### src/rtl/pixel_serializer_pkg.sv
// pixel_ser_pkg: FSM states, frame sizes and beats-per-pixel (parity beat added under SERIAL_PARITY_EN)
package pixel_ser_pkg;
  typedef enum logic [1:0] {IDLE, LOAD, SHIFT, DONE} state_t;
  localparam int SOBEL_62X62_PIX = 3844;
  localparam int POOL_S1_PIX = 3721;
  localparam int POOL_S2_PIX = 961;
  function automatic int beats_per_pixel(input int data_w, input int lanes);
`ifdef SERIAL_PARITY_EN
    return data_w / lanes + 1;
`else
    return data_w / lanes;
`endif
  endfunction
endpackage

### src/rtl/pixel_serializer_if.sv
// pixel_serializer_if: pixel-in / serial-out stream bundle; master drives, slave is the serializer
interface pixel_serializer_if #(parameter int DATA_W = 8, parameter int LANES = 1);
  logic start, msb_first, pix_valid, pix_ready, serial_valid, serial_ready_in;
  logic frame_last, frame_done, busy;
  logic [DATA_W-1:0] pix_data;
  logic [LANES-1:0] serial_data;
  modport master (
    output start, msb_first, pix_data, pix_valid, serial_ready_in,
    input pix_ready, serial_data, serial_valid, frame_last, frame_done, busy
  );
  modport slave (
    input start, msb_first, pix_data, pix_valid, serial_ready_in,
    output pix_ready, serial_data, serial_valid, frame_last, frame_done, busy
  );
endinterface

### src/rtl/pixel_serializer_shift_reg.sv
// pixel_shift_reg: pixel register, beat counter and lane slicing; parity beat under SERIAL_PARITY_EN
module pixel_shift_reg
  import pixel_ser_pkg::*;
#(
  parameter int DATA_W = 8,
  parameter int LANES  = 1
) (
  input  logic              clk,
  input  logic              rst,
  input  logic              i_load,
  input  logic              i_adv,
  input  logic              i_valid,
  input  logic              i_msb_first,
  input  logic [DATA_W-1:0] i_data,
  output logic [LANES-1:0]  o_data,
  output logic              o_last_beat
);
  localparam int BEATS = beats_per_pixel(DATA_W, LANES);
  localparam int DB = DATA_W / LANES;
  localparam int BW = $clog2(BEATS + 1);
  localparam int IW = $clog2(DATA_W);
  logic [DATA_W-1:0] r_pix;
  logic [BW-1:0] r_beat;
  logic [IW-1:0] w_lo;
  always_ff @(posedge clk)
    if (rst) begin
      r_pix  <= '0;
      r_beat <= '0;
    end else if (i_load) begin
      r_pix  <= i_data;
      r_beat <= '0;
    end else if (i_adv) r_beat <= o_last_beat ? '0 : r_beat + 1'b1;
  assign o_last_beat = r_beat == BW'(BEATS - 1);
  // lowest bit index of the current beat; lane 0 always carries the least significant bit
  assign w_lo = IW'(i_msb_first ? (DB - 1 - int'(r_beat)) * LANES : int'(r_beat) * LANES);
  always_comb
    o_data = !i_valid ? '0
           : (BEATS > DB && r_beat == BW'(DB)) ? {LANES{^r_pix}}
           : r_pix[w_lo +: LANES];
endmodule

### src/rtl/pixel_serializer.sv
// pixel_serializer: frame-length pixel-to-LANES serializer with zero-bubble reload; SERIAL_PARITY_EN adds a parity beat
module pixel_serializer
  import pixel_ser_pkg::*;
#(
  parameter int DATA_W    = 8,
  parameter int LANES     = 1,
  parameter int PIXEL_CNT = 961
) (
  input logic               clk_200mhz,
  input logic               reset,
  pixel_serializer_if.slave bus
);
  localparam int PW = $clog2(PIXEL_CNT + 1);
  state_t r_state;
  logic [PW-1:0] r_pix_cnt;
  logic r_msb_first, w_last_beat, w_beat_xfer, w_final_pix, w_load;
  assign w_final_pix = r_pix_cnt == PW'(PIXEL_CNT - 1);
  assign bus.serial_valid = r_state == SHIFT;
  assign w_beat_xfer = bus.serial_valid && bus.serial_ready_in;
  // fast path: next pixel may enter while the last beat of a non-final pixel leaves
  assign bus.pix_ready = r_state == LOAD || (w_beat_xfer && w_last_beat && !w_final_pix);
  assign w_load = bus.pix_valid && bus.pix_ready;
  assign bus.frame_last = bus.serial_valid && w_final_pix && w_last_beat;
  assign bus.frame_done = r_state == DONE;
  assign bus.busy = r_state != IDLE;
  always_ff @(posedge clk_200mhz)
    if (reset) begin
      r_state     <= IDLE;
      r_pix_cnt   <= '0;
      r_msb_first <= 1'b0;
    end else
      case (r_state)
        IDLE:
          if (bus.start) begin
            r_state     <= LOAD;
            r_pix_cnt   <= '0;
            r_msb_first <= bus.msb_first;
          end
        LOAD: if (w_load) r_state <= SHIFT;
        SHIFT:
          if (w_beat_xfer && w_last_beat) begin
            if (w_final_pix) r_state <= DONE;
            else begin
              r_pix_cnt <= r_pix_cnt + 1'b1;
              r_state   <= w_load ? SHIFT : LOAD;
            end
          end
        default: r_state <= IDLE;
      endcase
  pixel_shift_reg #(.DATA_W(DATA_W), .LANES(LANES)) u_shift (
    .clk         (clk_200mhz),
    .rst         (reset),
    .i_load      (w_load),
    .i_adv       (w_beat_xfer),
    .i_valid     (bus.serial_valid),
    .i_msb_first (r_msb_first),
    .i_data      (bus.pix_data),
    .o_data      (bus.serial_data),
    .o_last_beat (w_last_beat)
  );
endmodule

### src/flat_wrapper.sv
// flat-port wrapper written by rule: the top's interface ports become plain ports
module pixel_serializer_flat import pixel_ser_pkg::*;
#(
  parameter int DATA_W    = 8,
  parameter int LANES     = 1,
  parameter int PIXEL_CNT = 961
)
  (clk_200mhz, reset, bus_start, bus_msb_first, bus_pix_data, bus_pix_valid, bus_serial_ready_in, bus_pix_ready, bus_serial_data, bus_serial_valid, bus_frame_last, bus_frame_done, bus_busy);
  pixel_serializer_if #(.DATA_W(DATA_W), .LANES(LANES)) bus_i ();
  input logic clk_200mhz;
  input logic reset;
  input wire logic [$bits(bus_i.start)-1:0] bus_start;
  input wire logic [$bits(bus_i.msb_first)-1:0] bus_msb_first;
  input wire logic [$bits(bus_i.pix_data)-1:0] bus_pix_data;
  input wire logic [$bits(bus_i.pix_valid)-1:0] bus_pix_valid;
  input wire logic [$bits(bus_i.serial_ready_in)-1:0] bus_serial_ready_in;
  output wire logic [$bits(bus_i.pix_ready)-1:0] bus_pix_ready;
  output wire logic [$bits(bus_i.serial_data)-1:0] bus_serial_data;
  output wire logic [$bits(bus_i.serial_valid)-1:0] bus_serial_valid;
  output wire logic [$bits(bus_i.frame_last)-1:0] bus_frame_last;
  output wire logic [$bits(bus_i.frame_done)-1:0] bus_frame_done;
  output wire logic [$bits(bus_i.busy)-1:0] bus_busy;
  assign bus_i.start = bus_start;
  assign bus_i.msb_first = bus_msb_first;
  assign bus_i.pix_data = bus_pix_data;
  assign bus_i.pix_valid = bus_pix_valid;
  assign bus_i.serial_ready_in = bus_serial_ready_in;
  assign bus_pix_ready = bus_i.pix_ready;
  assign bus_serial_data = bus_i.serial_data;
  assign bus_serial_valid = bus_i.serial_valid;
  assign bus_frame_last = bus_i.frame_last;
  assign bus_frame_done = bus_i.frame_done;
  assign bus_busy = bus_i.busy;
  pixel_serializer #(.DATA_W(DATA_W), .LANES(LANES), .PIXEL_CNT(PIXEL_CNT)) u_core (.clk_200mhz(clk_200mhz), .reset(reset), .bus(bus_i));
endmodule
### config.mk
export PLATFORM = sky130hd
export DESIGN_NAME = pixel_serializer_flat
export DESIGN_NICKNAME = d
export VERILOG_FILES = /design/src/rtl/pixel_serializer_pkg.sv /design/src/rtl/pixel_serializer_if.sv /design/src/rtl/pixel_serializer_shift_reg.sv /design/src/rtl/pixel_serializer.sv /design/src/flat_wrapper.sv
export SDC_FILE = /design/constraint.sdc
export NUM_CORES = 1
export LEC_CHECK = 0
export BUFFER_PORTS_ARGS = -buffer_cell sky130_fd_sc_hd__buf_4
export CAP_MARGIN = 20
export CORE_ASPECT_RATIO = 1.25
export CORE_MARGIN = 3
export CORE_UTILIZATION = 43
export DETAILED_ROUTE_END_ITERATION = 12
export PLACE_DENSITY_LB_ADDON = 0.2
export SKIP_CTS_REPAIR_TIMING = 1
export SYNTH_ARGS = -nofsm -noshare
export SYNTH_HDL_FRONTEND = slang
export SYNTH_SLANG_ARGS = --single-unit
### constraint.sdc
create_clock -name clk_200mhz -period 2.9 [get_ports clk_200mhz]
set_input_delay 0.29 -clock clk_200mhz [delete_from_list [all_inputs] [get_ports clk_200mhz]]
set_output_delay 0.29 -clock clk_200mhz [all_outputs]
set_load 0.05 [all_outputs]
==> impl_metrics.env, run 1 <==
export IMPL_placed_area_sq_um=1720
export IMPL_wl_per_cell_microns=13.8
export IMPL_synth_cell_types=49
export IMPL_crit_slowest_cell="dfxtp_1"
export IMPL_areaGrowthSynthToFinish_pct=10.1
export IMPL_first_pass_iters=4
export IMPL_tns_ns=0
export IMPL_setup_viol=0
export IMPL_rsz0062_at_grt="no"
export IMPL_finalHoldViolations=0
export IMPL_syn_inst=177
export IMPL_tritoncts="built"
export IMPL_internal_power_w=0.000509
export IMPL_min_period_ns=2.47
export IMPL_seqPwrFrac_pct=52.7
export IMPL_die_w_microns=60.6
export IMPL_reg2reg_depth=6
export IMPL_synthesis_area_sq_um=1600
export IMPL_grt_max_degree=27
export IMPL_p_leak_nw=0.624
export IMPL_cts_max_level=1
export IMPL_synth_edff_count=0
export IMPL_cp_required_ns=2.61
export IMPL_nets=207
export IMPL_holdPathEnd="u_core.r_msb_first"
export IMPL_hp_class="in2reg"
export IMPL_max_freq_mhz=404
export IMPL_critPathCaptureType="output pin"
export IMPL_cp_top_family="flip-flops"
export IMPL_async_flop_share_pct=0
export IMPL_worstPathArrival_ns=2.18
export IMPL_met2_usage_pct=26.6
export IMPL_cp_num_buf_inv=1
export IMPL_numCtsBuffers=3
export IMPL_p_sw_share_pct=27.0
export IMPL_clkPwrFrac_pct=29.6
export IMPL_initial_utilization_pct=45.2
export IMPL_dr_first_iter_drc_count=44
export IMPL_finalInstanceArea_sq_um=1760
export IMPL_yosysMostFrequentCell="dfxtp_1"
export IMPL_cts_sinks=25
export IMPL_synth_area_top_cells="dfxtp_1 31%, or2b_2 9.3%, mux2i_1 6.2%"
export IMPL_final_antenna_net_count=0
export IMPL_grt_pass1_vias=1248
export IMPL_hpwl_microns=2300
export IMPL_combPwrFrac_pct=17.8
export IMPL_floorplan_die_area_sq_um=4500
export IMPL_met1_usage_pct=18.0
export IMPL_r2r_end="u_core.u_shift.r_pix[4]"
export IMPL_max_stage_delay_ns=0.69
export IMPL_p_switching_w=0.000188
export IMPL_root_buffer="clkbuf_8"
export IMPL_yosysSeqAreaShare_pct=31.2
export IMPL_p_per_area_nw_per_um2=395
export IMPL_path_cells="or4b_2, nand4_1, a2111oi_0, nor3_1, nor3b_1, buf_4"
export IMPL_clk_latency_ns=0.27
export IMPL_yosys_warnings=0
export IMPL_drc_errors=0
export IMPL_synth_top_cells_by_count="25 x dfxtp_1, 17 x or2b_2, 10 x mux2i_1, 9 x nor2_1"
export IMPL_syn_nets=194
export IMPL_core_area_sq_um=3540
export IMPL_cp_start_kind="flop"
export IMPL_synth_top_area_share_pct=31.2
export IMPL_synth_seq_cells=25
export IMPL_min_path_cells=3
export IMPL_slew_viol_final=0
export IMPL_via_count=1282
export IMPL_gp_congestion=0.902
export IMPL_critPathKind="reg2out"
export IMPL_grt_usage_pct=15.2
export IMPL_r2r_setup_slack_ns=0.65
export IMPL_cp_max_fo=21
export IMPL_r2r_start="u_core.u_shift.r_beat[1]"
export IMPL_path_clk_slew_ns=0.09
export IMPL_nFillCells=331
export IMPL_vias_per_cell=5.62
export IMPL_clock_skew_ns=0.00652
export IMPL_slew_headroom_pct=62.0
export IMPL_synth_top_area_cell="dfxtp_1"
export IMPL_cp_depth=6
export IMPL_io_buffers=19
export IMPL_grt_busiest_layer="met2"
export IMPL_avgSynthCellArea_sq_um=9.06
export IMPL_post_route_cells_drive_above_1_share_pct=28.6
export IMPL_io_pins=20
export IMPL_maxCapViolCount=0
export IMPL_clock_path_buffers=2
export IMPL_wirelength_microns=3140
export IMPL_antenna_found_initial=0
export IMPL_num_rows=24
export IMPL_synth_main_ff_cell="dfxtp_1"
export IMPL_diodes=0
export IMPL_status="complete, no violations"
export IMPL_overflow=0
export IMPL_grt_pass1_wl_microns=5330
export IMPL_die_h_microns=74.3
export IMPL_hold_start="bus_msb_first"
export IMPL_irDropWorstVdd_mv=0.160
export IMPL_tightest_slew_ns=0.570
export IMPL_period_share_pct=85.3
export IMPL_use_met3_pct=2.08
[routing by layer]
metal  up-vias  wire (microns)
met5         -               0
met4         0              78
met3         9              78
met2        21            1610
met1       597            1360
li1        655               -
[per-stage QoR]
step / instances / util [%] / total power, W / setup WS (ns) / hold slack (ns)
after floorplan: 177 / - / 0.000465 / 0.200 / 0.437
after global placement: 224 / 48.5 / 0.000495 / 0.774 / 0.476
after detailed placement: 224 / 48.5 / 0.000499 / 0.668 / 0.511
after CTS: 228 / 49.8 / 0.000704 / 0.413 / 0.256
after global routing: 228 / 49.8 / 0.000729 / 0.223 / 0.303
final: 228 / 49.8 / 0.000697 / 0.426 / 0.251
[area by class of cell]
| class | instances | area [sq um] | area share (%) |
|---|---|---|---|
| Clock buffer | 4 | 45.0 | 2.55 |
| Multi-Input combinational cell | 135 | 1000 | 57.0 |
| Sequential cell | 25 | 500 | 28.4 |
| Inverter | 6 | 22.5 | 1.28 |
| Tap cell | 39 | 48.8 | 2.77 |
| Timing Repair Buffer | 19 | 143 | 8.09 |
[flip-flops by register name, indices dropped and copies added (netlist names)]
signal,count
u_core.r_msb_first,1
u_core.r_pix_cnt,10
u_core.r_state,2
u_core.u_shift.r_beat,4
u_core.u_shift.r_pix,8
[kinds of logic after synthesis]
kind of cell	count (synthesis)	synth area share, %
and+or+nand+nor	96	41.6
DFF	25	31.2
AOI/OAI and AO/OA	18	8.12
buffers and inverters	17	6.09
muxes	10	6.25
xor gates and xnor gates	8	4.37
adders and majority gates	3	2.34
[worst max path at each step]
stage                                    to                     start  slack [ns]
floorplan                   bus_serial_data  u_core.u_shift.r_beat[1]        0.20
global placement            bus_serial_data  u_core.u_shift.r_beat[2]        0.77
detailed placement  u_core.u_shift.r_pix[4]  u_core.u_shift.r_beat[1]        0.67
CTS                         bus_serial_data  u_core.u_shift.r_beat[2]        0.41
global route                bus_serial_data  u_core.u_shift.r_beat[2]        0.22
finish                      bus_serial_data  u_core.u_shift.r_beat[2]        0.43
[worst min-delay path: cells and delay by family]
kind          cells  cell delay [ns]
buf+inv           1             0.07
simple gates      1             0.07
mux               1             0.05
[power groups by stage]
stage               Combinational (W)  Clock (W)  Sequential [W]
global route                 0.000133   0.000227        0.000369
global placement             0.000121          0        0.000374
CTS                          0.000125   0.000213        0.000367
detailed placement           0.000124          0        0.000375
finish                       0.000124   0.000206        0.000367
floorplan                   0.0000968          0        0.000369
[placed cells by master, fill, tap and decap left out, drive strengths merged, types with 5 or more instances in the layout]
cell and n:
nor3 7, nor2 11, a21oi 8, nand3b 7, inv 6, nor4 6, xnor2 5, buf 19
mux2i 10, nand3 9, nand2 9, or2b 18, dfxtp 25, nor3b 5
Note: power is estimated with default switching activity, not from simulation.
==> run 2: changes to the inputs <==
Settings changed: PLACE_DENSITY from default to 0.61, PLACE_DENSITY_LB_ADDON 0.2 to default.
==> run 2 against run 1 <==
Effect of this change: clock-buffer cell count shrank 1; combinational power is essentially flat; utilization is essentially flat; non-clock buffer count is the same; die area is the same; sequential power is essentially flat; flip-flop and latch count is the same; sequential share of layout area is essentially flat; wire length shrank 0.64%; hold slack lost 0.0035 ns; clock skew grew 0.0061 ns; worst setup slack gained 0.0045 ns; critical endpoint unchanged; largest power group unchanged; highest routed layer unchanged.
==> impl_metrics.env, run 2 (synthesis results as in run 1) <==
export IMPL_max_stage_delay_ns=0.64
export IMPL_final_antenna_net_count=0
export IMPL_mostFrequentLayoutCells="25 x dfxtp_1, 19 x buf_4, 17 x or2b_2"
export IMPL_io_pins=20
export IMPL_cp_num_buf_inv=1
export IMPL_grt_max_degree=27
export IMPL_clock_path_buffers=2
export IMPL_die_h_microns=74.3
export IMPL_cts_max_level=1
export IMPL_io_buffers=19
export IMPL_fin_cells=228
export IMPL_clk_latency_ns=0.27
export IMPL_gp_congestion=0.893
export IMPL_grt_pass1_wl_microns=5140
export IMPL_grt_pass1_vias=1194
export IMPL_largest_reg_flops=10
export IMPL_slew_viol_final=0
export IMPL_cp_start_kind="flop"
export IMPL_irDropWorstVdd_mv=0.229
export IMPL_setup_viol=0
export IMPL_clock_skew_ns=0.0127
export IMPL_cts_sinks=25
export IMPL_hold_start="bus_msb_first"
export IMPL_numCtsBuffers=3
export IMPL_r2r_end="u_core.u_shift.r_pix[5]"
export IMPL_floorplan_die_area_sq_um=4500
export IMPL_status="complete, no violations"
export IMPL_slew_headroom_pct=61.5
export IMPL_path_cells="or4b_2, nand4_1, a2111oi_0, nor3_1, nor3b_1, buf_4"
export IMPL_tns_ns=0
export IMPL_grt_usage_pct=14.5
export IMPL_cp_required_ns=2.61
export IMPL_holdPathEnd="u_core.r_msb_first"
export IMPL_crit_slowest_cell="or4b_2"
export IMPL_areaGrowthSynthToFinish_pct=10.1
export IMPL_initial_utilization_pct=45.2
export IMPL_maxCapViolCount=0
export IMPL_worstPathArrival_ns=2.18
export IMPL_cp_top_family="simple AND/OR/NAND/NOR gates"
export IMPL_dp_cells=224
export IMPL_cp_depth=6
export IMPL_post_route_cells_drive_above_1_share_pct=29.1
export IMPL_layout_setup_ws_ns=0.430
export IMPL_hp_class="in2reg"
export IMPL_reg2reg_depth=6
export IMPL_dr_first_iter_drc_count=58
export IMPL_cp_max_fo=18
export IMPL_max_freq_mhz=405
export IMPL_overflow=0
export IMPL_root_buffer="clkbuf_8"
export IMPL_tightest_slew_ns=0.577
export IMPL_antenna_found_initial=0
export IMPL_top_regs="u_core.r_pix_cnt: 10 flops, u_core.u_shift.r_pix: 8 flops, u_core.u_shift.r_beat: 4 flops"
export IMPL_finalHoldViolations=0
export IMPL_first_pass_iters=4
export IMPL_path_clk_slew_ns=0.10
export IMPL_die_w_microns=60.6
export IMPL_placed_area_sq_um=1720
export IMPL_min_period_ns=2.47
export IMPL_critPathCaptureType="output pin"
export IMPL_top_register="u_core.r_pix_cnt"
export IMPL_period_share_pct=85.2
export IMPL_mostFrequentLayoutCell="dfxtp_1"
export IMPL_min_path_cells=3
export IMPL_wl_per_cell_microns=13.7
export IMPL_r2r_setup_slack_ns=0.67
export IMPL_drc_errors=0
export IMPL_tritoncts="built"
export IMPL_critPathKind="reg2out"
export IMPL_r2r_start="u_core.u_shift.r_beat[1]"
export IMPL_vias_per_cell=5.56
export IMPL_p_leak_nw=0.626
export IMPL_rsz0062_at_grt="no"
export IMPL_num_rows=24
export IMPL_hpwl_microns=2290
export IMPL_preCtsSetupSlack_ns=0.684
export IMPL_diodes=0
export IMPL_via_count=1267
export IMPL_p_per_area_nw_per_um2=396
export IMPL_nets=207
export IMPL_core_area_sq_um=3540
export IMPL_finalInstanceArea_sq_um=1770
export IMPL_wirelength_microns=3120
-- run 2: how the worst max path moves through the flow --
stage	start	endpoint	slack (ns)
final	u_core.u_shift.r_beat[1]	bus_serial_data	0.43
after global routing	u_core.u_shift.r_beat[2]	bus_serial_data	0.23
after CTS	u_core.u_shift.r_beat[2]	bus_serial_data	0.42
after detailed placement	u_core.u_shift.r_beat[1]	u_core.u_shift.r_pix[5]	0.68
after global placement	u_core.u_shift.r_beat[2]	bus_serial_data	0.77
after floorplan	u_core.u_shift.r_beat[1]	bus_serial_data	0.20
-- run 2: final cells by class --
type                            count  area (sq um)
Timing Repair Buffer               19           143
Clock buffer                        3          41.3
Inverter                            6          22.5
Sequential cell                    25           500
Multi-Input combinational cell    135          1000
Tap cell                           39          48.8
Clock inverter                      1          5.00
Fill cell                         353          1780
-- run 2: per-stage QoR --
stage	power [W]	util (%)	hold WS [ns]
after floorplan	0.000465	-	0.437
after global placement	0.000495	48.5	0.477
after detailed placement	0.000498	48.5	0.482
after CTS	0.000707	49.8	0.245
after global routing	0.000728	49.8	0.312
final	0.000699	49.8	0.247
-- run 2: worst reg2reg max path, delay by kind of cell (launching register included) --
kind / cells / cell delay [ns]
simple gates: 3 / 0.57
fa+ha+maj: 1 / 0.26
mux: 1 / 0.25
compound gates: 1 / 0.45
flops: 1 / 0.63
-- run 2: per-layer routing --
metal,global-route usage [%],routed length [microns]
met5,0,0
met4,4.34,35
met3,2.08,87
met2,26.2,1630
met1,17.4,1360
-- run 2: where the power goes --
group	internal, W	switching (W)	total (W)	leakage, nW
Sequential	0.000354	0.0000127	0.000366	0.203
Combinational	0.0000568	0.0000659	0.000123	0.398
Clock	0.0000962	0.000114	0.000210	0.0255
